===== src/rtl/cart_mem_ctrl.sv =====
// cart_mem_ctrl: turns mapper decode + synchronized MSX strobes into one memory request per bus cycle
// Ports: clk_i/reset_n_i clock and async active-low reset; cart_ena_i, ram_ena_i, rd_n_i, wr_n_i,
// mem_addr_i, cdin_i from mapper/MSX side; cdout_o, busdir_o, wait_n_o back to the MSX bus;
// mreq_o, mwr_o, maddr_o, mwdata_o, mack_i, mrdata_i form the shared memory port;
// timeout_err_o is a sticky flag for any request aborted by the timeout.
module cart_mem_ctrl #(
    parameter int unsigned TIMEOUT_CYCLES = 255
) (
    input  logic        clk_i,
    input  logic        reset_n_i,
    input  logic        cart_ena_i,
    input  logic        ram_ena_i,
    input  logic        rd_n_i,
    input  logic        wr_n_i,
    input  logic [22:0] mem_addr_i,
    input  logic [7:0]  cdin_i,
    output logic [7:0]  cdout_o,
    output logic        busdir_o,
    output logic        wait_n_o,
    output logic        mreq_o,
    output logic        mwr_o,
    output logic [22:0] maddr_o,
    output logic [7:0]  mwdata_o,
    input  logic        mack_i,
    input  logic [7:0]  mrdata_i,
    output logic        timeout_err_o
);
    typedef enum logic [1:0] {IDLE, RD_REQ, WR_REQ, HOLD} state_e;
    localparam logic [15:0] TMO_LAST = 16'(TIMEOUT_CYCLES - 1);
    state_e      state_q, state_d;
    logic        rd_sel, wr_sel, req, tmo, done, hold_exit;
    logic [15:0] cnt_q, cnt_d;
    logic [22:0] maddr_q, maddr_d;
    logic [7:0]  mwdata_q, mwdata_d, cdout_q, cdout_d;
    logic        mreq_q, mreq_d, mwr_q, mwr_d, busdir_q, busdir_d;
    logic        wait_n_q, wait_n_d, err_q, err_d, rd_ok_q, rd_ok_d;
    assign rd_sel    = cart_ena_i & ~rd_n_i;
    assign wr_sel    = cart_ena_i & ~wr_n_i;
    assign req       = (state_q == RD_REQ) | (state_q == WR_REQ);
    // mack in the last allowed cycle still wins over the timeout
    assign tmo       = req & ~mack_i & (cnt_q == TMO_LAST);
    assign done      = req & (mack_i | tmo);
    assign hold_exit = ~cart_ena_i | (rd_n_i & wr_n_i);
    always_ff @(posedge clk_i or negedge reset_n_i) begin
        if (!reset_n_i) state_q <= IDLE;
        else            state_q <= state_d;
    end
    always_comb begin
        state_d = state_q;
        case (state_q)
            IDLE:           if (rd_sel) state_d = RD_REQ;
                            else if (wr_sel) state_d = ram_ena_i ? WR_REQ : HOLD;
            RD_REQ, WR_REQ: if (done) state_d = HOLD;
            HOLD:           if (hold_exit) state_d = IDLE;
            default:        state_d = IDLE;
        endcase
    end
    always_comb begin
        maddr_d  = maddr_q;
        mwdata_d = mwdata_q;
        mwr_d    = mwr_q;
        cdout_d  = cdout_q;
        wait_n_d = wait_n_q;
        rd_ok_d  = rd_ok_q;
        err_d    = err_q | tmo;
        cnt_d    = req ? cnt_q + 16'd1 : 16'd0;
        mreq_d   = (state_d == RD_REQ) | (state_d == WR_REQ);
        if (state_q == IDLE && (rd_sel || wr_sel)) rd_ok_d = 1'b0;
        if (state_q == IDLE && rd_sel) begin
            maddr_d  = mem_addr_i;
            mwr_d    = 1'b0;
            wait_n_d = 1'b0;
        end else if (state_q == IDLE && wr_sel && ram_ena_i) begin
            maddr_d  = mem_addr_i;
            mwdata_d = cdin_i;
            mwr_d    = 1'b1;
        end
        if (state_q == RD_REQ && done) begin
            cdout_d  = tmo ? 8'hFF : mrdata_i;
            rd_ok_d  = ~tmo;
            wait_n_d = 1'b1;
        end
        // rd_ok_d is 0 on every path into HOLD except a read completed by mack
        busdir_d = (state_d == HOLD) & rd_sel & rd_ok_d;
    end
    always_ff @(posedge clk_i or negedge reset_n_i) begin
        if (!reset_n_i) begin
            cnt_q    <= '0;
            maddr_q  <= '0;
            mwdata_q <= '0;
            cdout_q  <= 8'hFF;
            mreq_q   <= 1'b0;
            mwr_q    <= 1'b0;
            busdir_q <= 1'b0;
            wait_n_q <= 1'b1;
            err_q    <= 1'b0;
            rd_ok_q  <= 1'b0;
        end else begin
            cnt_q    <= cnt_d;
            maddr_q  <= maddr_d;
            mwdata_q <= mwdata_d;
            cdout_q  <= cdout_d;
            mreq_q   <= mreq_d;
            mwr_q    <= mwr_d;
            busdir_q <= busdir_d;
            wait_n_q <= wait_n_d;
            err_q    <= err_d;
            rd_ok_q  <= rd_ok_d;
        end
    end
    assign cdout_o       = cdout_q;
    assign busdir_o      = busdir_q;
    assign wait_n_o      = wait_n_q;
    assign mreq_o        = mreq_q;
    assign mwr_o         = mwr_q;
    assign maddr_o       = maddr_q;
    assign mwdata_o      = mwdata_q;
    assign timeout_err_o = err_q;
endmodule

===== config.mk =====
export PLATFORM = sky130hd
export DESIGN_NAME = cart_mem_ctrl
export DESIGN_NICKNAME = d
export VERILOG_FILES = /design/src/rtl/cart_mem_ctrl.sv
export SDC_FILE = /design/constraint.sdc
export NUM_CORES = 1
export LEC_CHECK = 0
export BUFFER_PORTS_ARGS = -buffer_cell sky130_fd_sc_hd__clkbuf_2
export CAP_MARGIN = 25
export CORE_ASPECT_RATIO = 0.7
export CORE_MARGIN = 4
export CORE_UTILIZATION = 52
export CTS_BUF_LIST = sky130_fd_sc_hd__clkbuf_2 sky130_fd_sc_hd__clkbuf_4 sky130_fd_sc_hd__clkbuf_8
export CTS_CLUSTER_DIAMETER = 200
export CTS_CLUSTER_SIZE = 40
export DETAILED_ROUTE_END_ITERATION = 8
export PLACE_DENSITY = 0.83
export SLEW_MARGIN = 20
export SYNTH_ARGS = -nofsm -noshare
export SYNTH_HDL_FRONTEND = slang
export SYNTH_SLANG_ARGS = --single-unit

===== constraint.sdc =====
create_clock -name clk_i -period 2.4 [get_ports clk_i]
set_input_delay 0.36 -clock clk_i [delete_from_list [all_inputs] [get_ports clk_i]]
set_output_delay 0.36 -clock clk_i [all_outputs]
set_load 0.005 [all_outputs]

== Word level (Yosys, flattened, before mapping) ==
Index checks and enable logic that the tools add are counted.
W data, S select, Z words.
Cells by class
  bitwise operators: 19
  add/sub/neg operators: 1
  reduce and logical (&&, ||, !) cells: 11
  equal/unequal tests: 7
  muxes and demuxes: 16
Operator list (number)
  $mux W23: 2
  $add A16 B1 Y16 const B: 1
  $eq A16 B8 Y1 const B: 1
  $mux W16: 1
  $and A1 B1 Y1: 8
  $eq A2 B2 Y1 const B: 4
  $mux W2: 4
  $mux W8: 1
  $mux W1: 7
  $not A1 Y1: 6
  $pmux W2 S3: 1
  $logic_and A1 B1 Y1: 5
  $or A1 B1 Y1: 5
  $eq A2 B1 Y1 const B: 2
  $reduce_bool A2 Y1: 2
  $logic_not A2 Y1: 1
  $reduce_and A2 Y1: 1
  $reduce_or A2 Y1: 1
  $logic_or A1 B1 Y1: 1
Storage, ports and cells
  input bits: 46
  logic and storage cells: 65
  register bits: 63
  output and inout port bits: 44

== Longest topological paths before layout ==
Gate-level depths: netlist (run 1).
  depth in word-level cells: 11
  gate-level depth with buffers: 9
  mapped depth without buffers: 9

== Least setup slack after synthesis (run 1) ==
No wires, ideal clock.
  kind: flip-flop to flip-flop
  start point: reg state_q[0]
  end point: reg busdir_q (netlist: busdir_o)
  path slack: 0.559 ns
  required time: 2.263 ns
  data arrival time: 1.704 ns
  stages on the path, launching flop included: 10
  buffers on the path: 1
  clock period less this slack: 1.841 ns
  library setup time: 0.137 ns
  path through: dfrtp_1 inv_1 ha_1 buf_2 a311o_1 a21bo_2 a21o_1 ha_1 nand2_1 a21oi_1
On the way
  word-level cells in the longest chain between the ends: 11
  elaborated cells on any way between the ends: 23
  classes of those cells: eq/ne (4); mux (7); bitwise (8); reduce/logical (4)
RTL lines
  start: declaration: RTL line 30  | state_e state_q, state_d;
  start signal: assignment: RTL line 46  | else state_q <= state_d;
  $eq A2 B1 Y1 / $eq A2 B2 Y1 (equally long branches): RTL line 39, 50
  $or A1 B1 Y1: RTL line 39  | assign req = (state_q == RD_REQ) | (state_q == WR_REQ);
  $and A1 B1 Y1 (2 in series): RTL line 41  | assign tmo = req & ~mack_i & (cnt_q == TMO_LAST);
  $or A1 B1 Y1: RTL line 42  | assign done = req & (mack_i | tmo);
  $and A1 B1 Y1: RTL line 42
  $mux W2: RTL line 53  | RD_REQ, WR_REQ: if (done) state_d = HOLD;
  $pmux W2 S3 (*): RTL line 50  | case (state_q)
  named net state_d[0]: RTL line 30
  $eq A2 B2 Y1 (*): RTL line 84  | busdir_d = (state_d == HOLD) & rd_sel & rd_ok_d;
  $and A1 B1 Y1 (*) (2 in series): RTL line 84
  named net busdir_d: RTL line 35  | logic mreq_q, mreq_d, mwr_q, mwr_d, busdir_q, busdir_d;
  end signal: assignment: RTL line 105  | busdir_q <= busdir_d;
  end: declaration: RTL line 35
The timed path passes the listed nets; every way through them passes the cells marked *.
A chain may end at the register's enable or synchronous reset.

== Worst setup path in the final report (run 1) ==
  start point: reg state_q[1]
  end point: reg busdir_q (netlist: busdir_o)
Same word-level chain as after synthesis.

==> impl_metrics.yaml, run 1 <==
outcome:
  status: "finished clean"
detailed_routing:
  drt_pre_antenna_iters: 4
  via_per_inst: 5.06
  wirelength_um: 5570
  drt_iter0_markers: 91
  vias: 1902
  drc: 0
  ant_nets: 0
  wl_per_cell_um: 14.8
synthesis:
  netlist_instances: 204
  synth_ff_type: "dfrtp_1"
  synthArstFlopShare_pct: 100
  yosysUniqueCellTypes: 38
  synthesis.area_um2: 2730
  ys_seq_area_share_pct: 58.2
  yosys_warnings: 0
  synth_edf_count: 0
  avgSynthCellArea_um2: 13.4
  synth_nets: 256
  ys_ff_latch: 63
hold_path:
  hold_class: "input pin to asynchronous set/reset pin"
global_routing:
  grt_pass1_vias: 1912
  grt_pass1_wl_um: 9160
  overflow: 0
  grt_usage_pct: 19.1
  grt_max_degree: 64
  grt_antenna_before_repair: 0
cts:
  cts_hold_buf: 0
  clockRootBuffer: "clkbuf_8"
  post-cts-setup-buffers: 0
  clk-insertion-delay-late_ns: 0.33
  cts.path.max_buffers: 2
  post_cts_resized: 0
  clock_sinks: 63
  cts_tree: "yes"
  clkTransAtPathRegs_ns: 0.07
  cts_made_buffers: 9
  h-tree-depth: 3
setup_path:
  arrival_ns: 2.30
  cp-end-kind: "flop"
  slowest_delay_ns: 0.41
  worstPathCellList: "inv_1, ha_1, and4bb_2, nand4_4, nand2_1, o311a_1, ha_1, nand2_1, a21oi_1"
  crit_buf_inv: 1
  worstSetupStartpointType: "flop"
  cp.required_ns: 2.60
  criticalPathCategory: "flop to flop"
  critPathTopFamily: "adder cells"
  crit_fanout: 12
  critical-path-slowest-cell: "ha_1"
sta:
  timing.setup.tns_ns: 0
  slew_viol_final: 0
  setup_violations: 0
  max_freq_mhz: 477
  fin_hold_ws_ns: 0.0272
  period_share_pct: 87.4
  worst_slew_pin_slew_ns: 0.370
  layout_setup_ws_ns: 0.302
  rsz0062_at_grt: "no"
  hold_viol: 0
  slew_headroom_pct: 75.3
  fin_crit_ns: 2.10
  fin_worst_skew_ns: 0.0107
cells_and_area:
  drive_gt1_share_pct: 50.8
  nets: 354
  syn2layout_area_growth_pct: 26.1
  layout_commonest_cell: "clkbuf_2"
  antenna_cells: 0
  final_cell_mix: "89 x clkbuf_2, 54 x dfrtp_1, 31 x mux2_2"
  fin_area_um2: 3440
floorplan:
  die_y_um: 68.6
  std_cell_rows: 21
  core-area_um2: 4910
  io_pins: 90
  initial_core_util_pct: 55.5
  die_area_um2: 6490
  die_width_um: 94.6
pwr:
  powerDensity_nw_per_um2: 1130
  ir_drop_v: 0.000691
  power.leakage_uw: 0.00171
  finalPower_uw: 3900
placement:
  hpwl_um: 4070
  gp_congestion: 0.786
  placed_area_um2: 3270
  numPortBuffers: 89
  place_ws_ns: 0.305
run:
  timing.max_cap.violations: 0
kinds of logic after synthesis:
kind of cell	Yosys count	share of synthesized area, %
buffers and inverters	14	2.11
AND/OR/NAND/NOR	51	12.4
multiplexers	32	13.2
AO/OA/AOI/OAI	28	8.12
adder cells (fa/ha/maj)	6	2.75
flip-flops	63	58.2
XOR/XNOR	10	3.21
cell usage after synthesis, types with 2 or more instances:
master    number  area share, %
a21oi_1        3           0.55
o22a_1         8            2.6
and3_1         4           0.92
nand3_1        8            1.5
and2_1        10            2.3
xor2_1         2           0.64
dfrtp_1       54             50
mux2_2        31             13
a21o_1         2           0.55
clkbuf_1       2           0.28
nor2b_1        4           0.92
nand2_1       10            1.4
or3_1          3           0.69
ha_1           6            2.8
nand4_1        3           0.69
xnor2_1        8            2.6
dfstp_2        9            8.7
buf_2          4           0.73
o21ai_0        5           0.92
inv_1          8            1.1
a21boi_1       3           0.83
metal layers:
metal | share of wire [%] | GRT usage, % | up-vias
met4 | 1.1 | 6.47 | 0
met1 | 42 | 22.9 | 904
met3 | 12 | 10.8 | 7
met5 | 0 | 0 | -
li1 | - | - | 921
met2 | 45 | 29.2 | 70
path summary, 6_finish.rpt:
path                                    startpoint                      end  slack, ns  cells past startpoint
min                                      reset_n_i      cnt_q[15]$_DFF_PN0_       0.03                      2
max in group asynchronous                reset_n_i   cdout_o[4]$_DFFE_PN1P_       2.08                      2
min reg2reg                timeout_err_o$_DFF_PN0_  timeout_err_o$_DFF_PN0_       0.49                      1
max                           state_q[1]$_DFF_PN0_       busdir_o$_DFF_PN0_       0.30                      9
min in group clk_i                          mack_i  timeout_err_o$_DFF_PN0_       0.24                      2
max reg2reg                   state_q[1]$_DFF_PN0_       busdir_o$_DFF_PN0_       0.30                      9
power by group:
group          switching, uW  internal [uW]  leakage (uW)
logic                    615            754      0.000842
registers                233           1520      0.000777
clock network            382            390     0.0000897
stage by stage:
step                utilization, %  instances
finish                        70.0        376
detailed placement            66.6        360
floorplan                        -        204
CTS                           70.0        376
global placement              66.6        360
global route                  70.0        376
sequential cells by signal, summed over array words and instances (netlist names):
| signal | flops |
|---|---|
| mwdata_o | 8 |
| wait_n_o | 1 |
| state_q | 2 |
| mreq_o | 1 |
| cdout_o | 8 |
| timeout_err_o | 1 |
| maddr_o | 23 |
| busdir_o | 1 |
| mwr_o | 1 |
| cnt_q | 16 |
| rd_ok_q | 1 |
layout make-up:
type / count / area, um2
fillers: 361 / 1470
repair buffers: 93 / 488
clock inverters: 5 / 27.5
multi-input cells: 127 / 1080
well taps: 69 / 86.3
flip-flops and latches: 63 / 1590
clock buffers: 11 / 139
inverters: 8 / 30.0
Note: power is estimated with default switching activity, not from simulation.
==> inputs of run 2 (changes only) <==
Settings changed: REMOVE_ABC_BUFFERS set to 1.
==> run 2 against run 1 <==
Clock skew shrank 0.0020 ns. Non-clock buffer count unchanged. Fmax rose by 2.5%. First-iteration DRC count fell by 8.8%. Sequential share of layout area fell by 0.067 points. Critical path depth did not move. Worst setup slack better by 0.051 ns. Wire length up 10%. Sequential power hardly changed. Combinational power hardly changed. Final area increased by 0.15%. Largest power group unchanged.
==> impl_metrics.yaml, run 2 (synthesis gave the netlist of run 1 again) <==
outcome:
  status: "finished clean"
placement:
  gp_congestion: 0.783
  numPortBuffers: 89
  hpwl_um: 4460
  dp_cells: 360
cts:
  h-tree-depth: 3
  cts.path.max_buffers: 2
  clk-insertion-delay-late_ns: 0.35
  clkTransAtPathRegs_ns: 0.07
  clockRootBuffer: "clkbuf_8"
  cts_tree: "yes"
  post-cts-setup-buffers: 0
  cts_hold_buf: 0
  post_cts_resized: 0
  clock_sinks: 63
  cts_made_buffers: 9
cells_and_area:
  antenna_cells: 0
  instances_no_fill: 376
  largest_reg_flops: 23
  post-route-util_pct: 70.1
  layout_commonest_cell: "clkbuf_2"
  nets: 354
  final_cell_mix: "89 x clkbuf_2, 54 x dfrtp_1, 31 x mux2_2"
  nFillCells: 374
  syn2layout_area_growth_pct: 26.3
  drive_gt1_share_pct: 50.8
setup_path:
  cp-end-kind: "flop"
  arrival_ns: 2.25
  worstSetupStartpointType: "flop"
  rrSetupSlack_ns: 0.35
  r2r_start: "state_q[0]$_DFF_PN0_"
  cp.depth: 9
  crit_fanout: 20
  slowest_delay_ns: 0.41
  cp.required_ns: 2.60
  critical-path-slowest-cell: "dfrtp_1"
  criticalPathCategory: "flop to flop"
  critPathTopFamily: "adder cells"
  worstRegToRegCells: 9
  crit_buf_inv: 2
  crit_top_cell: "nand2_1"
  regToRegEndpoint: "busdir_o$_DFF_PN0_"
  worstPathCellList: "inv_1, ha_1, buf_4, nand2_1, nand2_1, o311a_1, ha_1, nand2_1, a21oi_1"
sta:
  max_freq_mhz: 488
  fin_crit_ns: 2.05
  rsz0062_at_grt: "no"
  slew_viol_final: 0
  setup_violations: 0
  worst_slew_pin_slew_ns: 0.762
  hold_viol: 0
  fin_worst_skew_ns: 0.00874
  timing.setup.tns_ns: 0
  period_share_pct: 85.3
  slew_headroom_pct: 49.2
detailed_routing:
  wirelength_um: 6130
  wl_per_cell_um: 16.3
  drt_iter0_markers: 83
  ant_nets: 0
  drc: 0
  drt_pre_antenna_iters: 4
  via_per_inst: 5.15
  vias: 1937
floorplan:
  core-area_um2: 4910
  die_y_um: 68.6
  std_cell_rows: 21
  io_pins: 90
  die_width_um: 94.6
  die_area_um2: 6490
  initial_core_util_pct: 55.5
global_routing:
  grt_usage_pct: 20.2
  grt_antenna_before_repair: 0
  grt_pass1_vias: 2018
  grt_pass1_wl_um: 9610
  grt_max_degree: 64
  overflow: 0
run:
  timing.max_cap.violations: 0
pwr:
  powerDensity_nw_per_um2: 1170
  power.leakage_uw: 0.00171
  ir_drop_v: 0.000635
  finalPower_uw: 4020
hold_path:
  hold_class: "input pin to asynchronous set/reset pin"
[run 2: changes by cell type in the layout (fill, tap and decap cells not counted), sizes merged]
cell / previous run / this run
clkbuf: 100 / 102
clkinv: 4 / 2
[run 2: final cells by class]
class | instances | area (um2) | area share, %
Sequential cell | 63 | 1590 | 46.1
Clock inverter | 3 | 17.5 | 0.508
Timing Repair Buffer | 93 | 475 | 13.8
Tap cell | 69 | 86.3 | 2.51
Inverter | 8 | 30.0 | 0.871
Clock buffer | 13 | 166 | 4.83
Multi-Input combinational cell | 127 | 1080 | 31.4
[run 2: worst max path at each step]
stage                                     from                 end  slack (ns)
after floorplan           state_q[0]$_DFF_PN0_  busdir_o$_DFF_PN0_        0.41
after global placement    state_q[0]$_DFF_PN0_  busdir_o$_DFF_PN0_        0.52
after detailed placement  state_q[1]$_DFF_PN0_  busdir_o$_DFF_PN0_        0.41
after CTS                 state_q[1]$_DFF_PN0_  busdir_o$_DFF_PN0_        0.36
after global routing      state_q[0]$_DFF_PN0_  busdir_o$_DFF_PN0_        0.21
final                     state_q[0]$_DFF_PN0_  busdir_o$_DFF_PN0_        0.35
[run 2: routing by layer]
layer	vias to the layer above	global-route usage [%]	wire (um)
li1	928	-	-
met2	55	31.9	3010
met4	0	7.73	50
met1	949	24.7	2680
met5	-	0	0
met3	5	9.22	394
[run 2: worst reg2reg max path: cells and delay by family (launching register included)]
family	cells	cell delay, ns
compound gates	2	0.38
flops	1	0.41
buf+inv	2	0.28
fa+ha+maj	2	0.52
simple gates	3	0.32
[run 2: stage by stage]
stage / hold WS [ns] / cell area [um2] / setup WS [ns]
floorplan: 0.0644 / 2700 / 0.415
global route: 0.223 / 3450 / 0.209
CTS: 0.196 / 3450 / 0.357
finish: 0.175 / 3450 / 0.352
detailed placement: 0.495 / 3260 / 0.412
global placement: 0.484 / 3260 / 0.519
[run 2: report_power, final]
group	switching (uW)	internal (uW)
sequential	246	1530
clock	395	450
combinational	653	747
total	1290	2720
